==> src/rtl/pipe_ctrl_n.sv <==
// Pipeline hazard controller: per-boundary stall/flush combine plus a stall watchdog.
// Optional performance counters are built when PIPE_CTRL_PERF_EN is defined.
module pipe_ctrl_n #(
    parameter  int unsigned NSTAGES       = 4,
    parameter  int unsigned STALL_TIMEOUT = 1024,
    parameter  int unsigned CNT_W         = 32,
    localparam int unsigned SEL_W         = $clog2(2 * NSTAGES)
) (
    input  logic                         clk,
    input  logic                         rst,
    input  logic [NSTAGES-1:0]           stall_req,
    input  logic [NSTAGES*NSTAGES-1:0]   flush_req,
    output logic [NSTAGES-1:0]           stall_o,
    output logic [NSTAGES-1:0]           flush_o,
    output logic                         wd_fire_o,
    output logic                         wd_seen_o,
    input  logic [SEL_W-1:0]             perf_sel_i,
    input  logic                         perf_clr_i,
    output logic [CNT_W-1:0]             perf_data_o
);

    localparam int unsigned WD_W = (STALL_TIMEOUT == 0) ? 1 : $clog2(STALL_TIMEOUT + 1);
    localparam bit          WD_EN = (STALL_TIMEOUT != 0);

    logic [NSTAGES-1:0] stall_base;
    logic [NSTAGES-1:0] flush_base;
    logic               any_flush;
    logic [WD_W-1:0]    wd_cnt;
    logic               wd_hit;

    // A stall at stage k freezes boundary k and every older boundary.
    always_comb begin
        stall_base = '0;
        flush_base = '0;
        for (int unsigned j = 0; j < NSTAGES; j++) begin
            for (int unsigned k = 0; k < NSTAGES; k++) begin
                if (k >= j) begin
                    stall_base[j] = stall_base[j] | stall_req[k];
                end
                flush_base[j] = flush_base[j] | flush_req[k*NSTAGES + j];
            end
        end
    end

    assign any_flush = |flush_base;
    assign wd_hit    = WD_EN && !rst && stall_base[0] && !any_flush
                       && (wd_cnt == WD_W'(STALL_TIMEOUT));

    // Watchdog fire overrides everything with a full flush.
    always_comb begin
        flush_o   = flush_base;
        stall_o   = stall_base & ~flush_base;
        wd_fire_o = 1'b0;
        if (wd_hit) begin
            flush_o   = '1;
            stall_o   = '0;
            wd_fire_o = 1'b1;
        end
    end

    always_ff @(posedge clk) begin
        if (rst || !WD_EN || !stall_base[0] || any_flush || wd_hit) begin
            wd_cnt <= '0;
        end else begin
            wd_cnt <= wd_cnt + WD_W'(1);
        end
    end

    always_ff @(posedge clk) begin
        if (rst) begin
            wd_seen_o <= 1'b0;
        end else if (wd_hit) begin
            wd_seen_o <= 1'b1;
        end
    end

`ifdef PIPE_CTRL_PERF_EN
    localparam int unsigned NCNT = 2 * NSTAGES;

    logic [CNT_W-1:0] perf_cnt [NCNT];
    logic [NCNT-1:0]  perf_ev;
    logic [CNT_W-1:0] perf_rd;

    assign perf_ev = {flush_o, stall_o};

    // Saturating event counters; clear beats a same-cycle increment.
    always_ff @(posedge clk) begin
        for (int unsigned i = 0; i < NCNT; i++) begin
            if (rst || perf_clr_i) begin
                perf_cnt[i] <= '0;
            end else if (perf_ev[i] && (perf_cnt[i] != '1)) begin
                perf_cnt[i] <= perf_cnt[i] + CNT_W'(1);
            end
        end
    end

    // Out-of-range selects fall through to zero.
    always_comb begin
        perf_rd = '0;
        for (int unsigned i = 0; i < NCNT; i++) begin
            if (perf_sel_i == SEL_W'(i)) begin
                perf_rd = perf_cnt[i];
            end
        end
    end

    always_ff @(posedge clk) begin
        if (rst || perf_clr_i) begin
            perf_data_o <= '0;
        end else begin
            perf_data_o <= perf_rd;
        end
    end
`else
    logic unused_perf;

    assign unused_perf = ^{perf_sel_i, perf_clr_i};
    assign perf_data_o = '0;
`endif

endmodule

==> config.mk <==
export PLATFORM = sky130hd
export DESIGN_NAME = pipe_ctrl_n
export DESIGN_NICKNAME = d
export VERILOG_FILES = /design/src/rtl/pipe_ctrl_n.sv
export SDC_FILE = /design/constraint.sdc
export NUM_CORES = 1
export LEC_CHECK = 0
export CORE_MARGIN = 1
export CORE_UTILIZATION = 61
export CTS_CLUSTER_SIZE = 14
export DETAILED_ROUTE_END_ITERATION = 10
export DONT_BUFFER_PORTS = 1
export PLACE_DENSITY = 0.83
export SLEW_MARGIN = 20
export SYNTH_ARGS = -nofsm -noshare
export SYNTH_HDL_FRONTEND = slang
export SYNTH_SLANG_ARGS = --single-unit
==> constraint.sdc <==
create_clock -name clk -period 1.84 [get_ports clk]
set_input_delay 0.184 -clock clk [delete_from_list [all_inputs] [get_ports clk]]
set_output_delay 0.184 -clock clk [all_outputs]
set_load 0.01 [all_outputs]
==> metrics.md <==
| Metric | Value |
|---|---|
| Run status | finished clean |
| Highest routed metal layer | met4 |
| Vias | 662 |
| Compound-gate portion of the synthesized area | about 2.3% |
| Vias per cell | between 5 and 6 |
| Total standard cell area after synthesis | 958 µm² |
| Largest family of logic cells by synthesized area | simple AND/OR/NAND/NOR gates |
| Post-route cell area | 956 µm² |
| N_diodes | 0 |
| Total iterations of the first detailed-routing run | 4 |
| Arr. time, crit path | 1580 ps |
| Post-detail-place hpwl | 1210 µm |
| Count of different cell masters after synthesis | 30 |
| Asr flop ratio synth | 0% |
| Most instantiated library cell after synthesis | sky130_fd_sc_hd__buf_4 |
| Number of synthesized flops with an enable pin | 0 |
| Max Slew Vio Count | 0 |
| Design internal power | 0.387 mW |
| Depth of the CTS H-tree | 1 |
| Nature of the critical path startpoint | register |
| Buffers from clock root to sink, at most | 2 |
| Final net count | 144 |
| Accumulated negative setup slack | 0 ps |
| Count of routing violations after the opening detailed-route iteration | 7 |
| First-pass GRT wire length | 2400 µm |
| FF+latch count, synth | 12 |
| All-Layer GR Usage | approximately a fifth |
| Vias in the first global route | 534 |
| Seq/Total Area, Yosys | 25.1% |
| Clock-pin slew of the registers on the worst-case setup and hold paths | approximately 80 ps |
| Crit Path Class | register to output port |
| Number of buffers added on ports | 0 |
| Combinational power share | 8.8% |
| Site row count | 13 |
| Share of Yosys cell area claimed by the top area cell type | approximately a quarter |
| DRC | 0 |
| Routed wire length on met3 | 126 µm |
| Root Buffer Master | sky130_fd_sc_hd__clkbuf_4 |
| Top cells by area, synth | sky130_fd_sc_hd__dfxtp_1 (25%), sky130_fd_sc_hd__buf_4 (25%), sky130_fd_sc_hd__nor2_1 (4.7%) |
| Overall routed net length | 1570 µm |
| Critical Path Sink Type | output port |
| Clock latency on the worst-skew pair | 280 ps |
| Fraction of power spent switching nets | around a quarter |
| Hold WC Path Type | input pin to register |
| Final setup violation count | 0 |
| Setup repair after global routing missed its margin | true |
| Die area | 0.00173 mm² |
| Proportion of power drawn by the clock network | 41.1% |
| Die Width | 41.6 µm |
| Share of cells above drive strength 1 | 14.8% |
| Post-synthesis mux area share | 0% |
| Fin crit share | 95.7% |
| Worst stage delay on the critical path | 370 ps |
| TritonCTS sink count | 12 |
| Count of placed standard cells in the final layout, fillers left out | 130 |
| Largest net degree at the start of global routing | 11 |
| PwrDens | 542 mW/mm² |
| Sum of routed wire segments on met1 | just under 600 µm |
| Min Tclk post-route | around 1800 ps |
| Most instantiated cells after synthesis | sky130_fd_sc_hd__buf_4 (32), sky130_fd_sc_hd__dfxtp_1 (12), sky130_fd_sc_hd__nor2_1 (12) |
| Met2 Wirelength | ~800 µm |
| Antenna violations before repair | 0 |
| Fmax achieved | 568 MHz |
| Count of mapped cells out of synthesis | 109 |
| Clk_skew | 5.51 ps |
| Weighted congestion reported at the end of routability-driven placement | 0.807 |
| Wire per inst | 12.1 µm |
| Inserted Clock Buffers | 3 |
| Total gr overflow | 0 |
| Instance area at placement | 853 µm² |
| Die height | 41.6 µm |
| CP max FO | 5 |
| Slowest stage cell, crit path | sky130_fd_sc_hd__dfxtp_1 |
| Dominant register cell in the synthesized netlist | sky130_fd_sc_hd__dfxtp_1 |
| Syn. warnings | 0 |
| Leakage | ~0.44 nW |
| Switching pwr | 0.130 mW |
| Number of placed instances with taps included | 123 |
| Number of max-cap violations | 0 |
| Remaining number of nets flagged by the antenna check after routing | 0 |
| Average footprint of a synthesized cell | 8.79 µm² |
| Critical Path RT | 1660 ps |
| Biggest area consumer among synthesized cells | sky130_fd_sc_hd__dfxtp_1 |
| TritonCTS clock tree | done |
| Post-Synth Simple-Gate Area | 34.7% |
| Final number of hold-violating endpoints | 0 |
| Part of the total power dissipated in sequential elements | 50.1% |
| Arithmetic-cell share of the synthesized area counting full adders, half adders and majority gates | 2.61% |
| Number of filler instances in the final layout | 116 |
| Initial core utilization | 69.3% |
| Layout overhead on the synthesized area | -0.261% |
| Maximum vdd drop | 0.351 mV |
| Core Area | ~0.0014 mm² |
| IO Pins | 68 |
| Parity-gate share of the synthesized area counting xor and xnor cells | 8.22% |
| Cells along the critical path | nor4b_4 > nand4b_4 > nand3b_4 > and3_1 |
==> registers in the layout, summed over array words and instances, names as in the netlist <==
register / flops
wd_seen_o: 1
wd_cnt: 11
==> power by group through the flow <==
stage	clock network, mW	logic (mW)	registers [mW]
after global routing	0.237	0.0500	0.259
after CTS	0.220	0.0440	0.259
after global placement	0	0.0417	0.266
final	0.213	0.0455	0.259
after floorplan	0	0.0912	0.266
after detailed placement	0	0.0420	0.266
==> layout by cell type, fill, tap and decap left out, drive strengths merged <==
cell type    Yosys  layout
nand4b           2       2
buf             32       1
nand4            4       4
xnor2            5       5
a21oi            1       1
and2b            1       1
nor2            12      12
inv              4       4
nor4b            1       1
and2             1       1
clkbuf           0       4
nor4             5       5
nand3            2       2
ha               2       2
xor2             4       4
and3             3       3
or3              1       1
nand2            8       8
and4b            1       1
and4             1       1
conb             1      32
o211a            1       1
nor2b            1       1
dlygate4sd3      0       1
nor3             2       2
nand3b           1       2
dfxtp           12      12
o21a             1       1
==> repair_timing <==
action,4_1_cts,5_1_grt
endpoints found under the setup margin,6,7
cloned,1,0
buffers inserted,0,1
hold endpoints to repair,1,0
hold buffers,1,0
gates resized for setup,4,2
pin swaps,2,3
==> final cells by class <==
cell class	count	area, µm²	share of cell area [%]
Clock buffer	4	36.3	3.80
Inverter	4	15.0	1.57
Multi-Input combinational cell	93	626	65.4
Sequential cell	12	243	25.4
Tap cell	15	18.8	1.96
Timing Repair Buffer	2	17.5	1.83
==> logic make-up (layout without fill, tap and decap cells) <==
group           after synthesis  after routing
simple gates                 46             47
buf+inv                      36             10
flops                        12             12
xor+xnor                      9              9
compound gates                3              3
fa+ha+maj                     2              2
other cells                   1             32
==> metrics by stage <==
step	util [%]	total power [mW]	hold slack (ps)	setup slack [ps]
final	69.1	0.518	130	78.8
after global routing	69.1	0.546	146	-6.58
after CTS	67.9	0.523	113	0.0436
after detailed placement	61.7	0.308	261	215
after global placement	61.7	0.307	258	311
after floorplan	-	0.357	253	398
==> worst paths after layout <==
kind | depth (start not counted) | slack, ps | endpoint | startpoint
worst max-delay path | 4 | 80 | stall_o[3] | wd_cnt[8]
worst min-delay path | 3 | 130 | wd_cnt[7] | flush_req[15]
worst max register to register | 5 | 490 | wd_cnt[2] | wd_cnt[8]
worst min register to register | 1 | 480 | wd_cnt[0] | wd_cnt[0]
==> metal layers <==
metal / global-route usage, % / up-vias
met2: 31.9 / 43
met1: 19.3 / 297
met4: 15.5 / 0
li1: - / 317
met5: 0 / -
met3: 4.78 / 5
==> worst max-delay path, delay by kind of cell (launching register included) <==
kind	cells	cell delay, ps
flip-flops	1	370
AND/OR/NAND/NOR	4	930
Note: power is estimated with default switching activity, not from simulation.
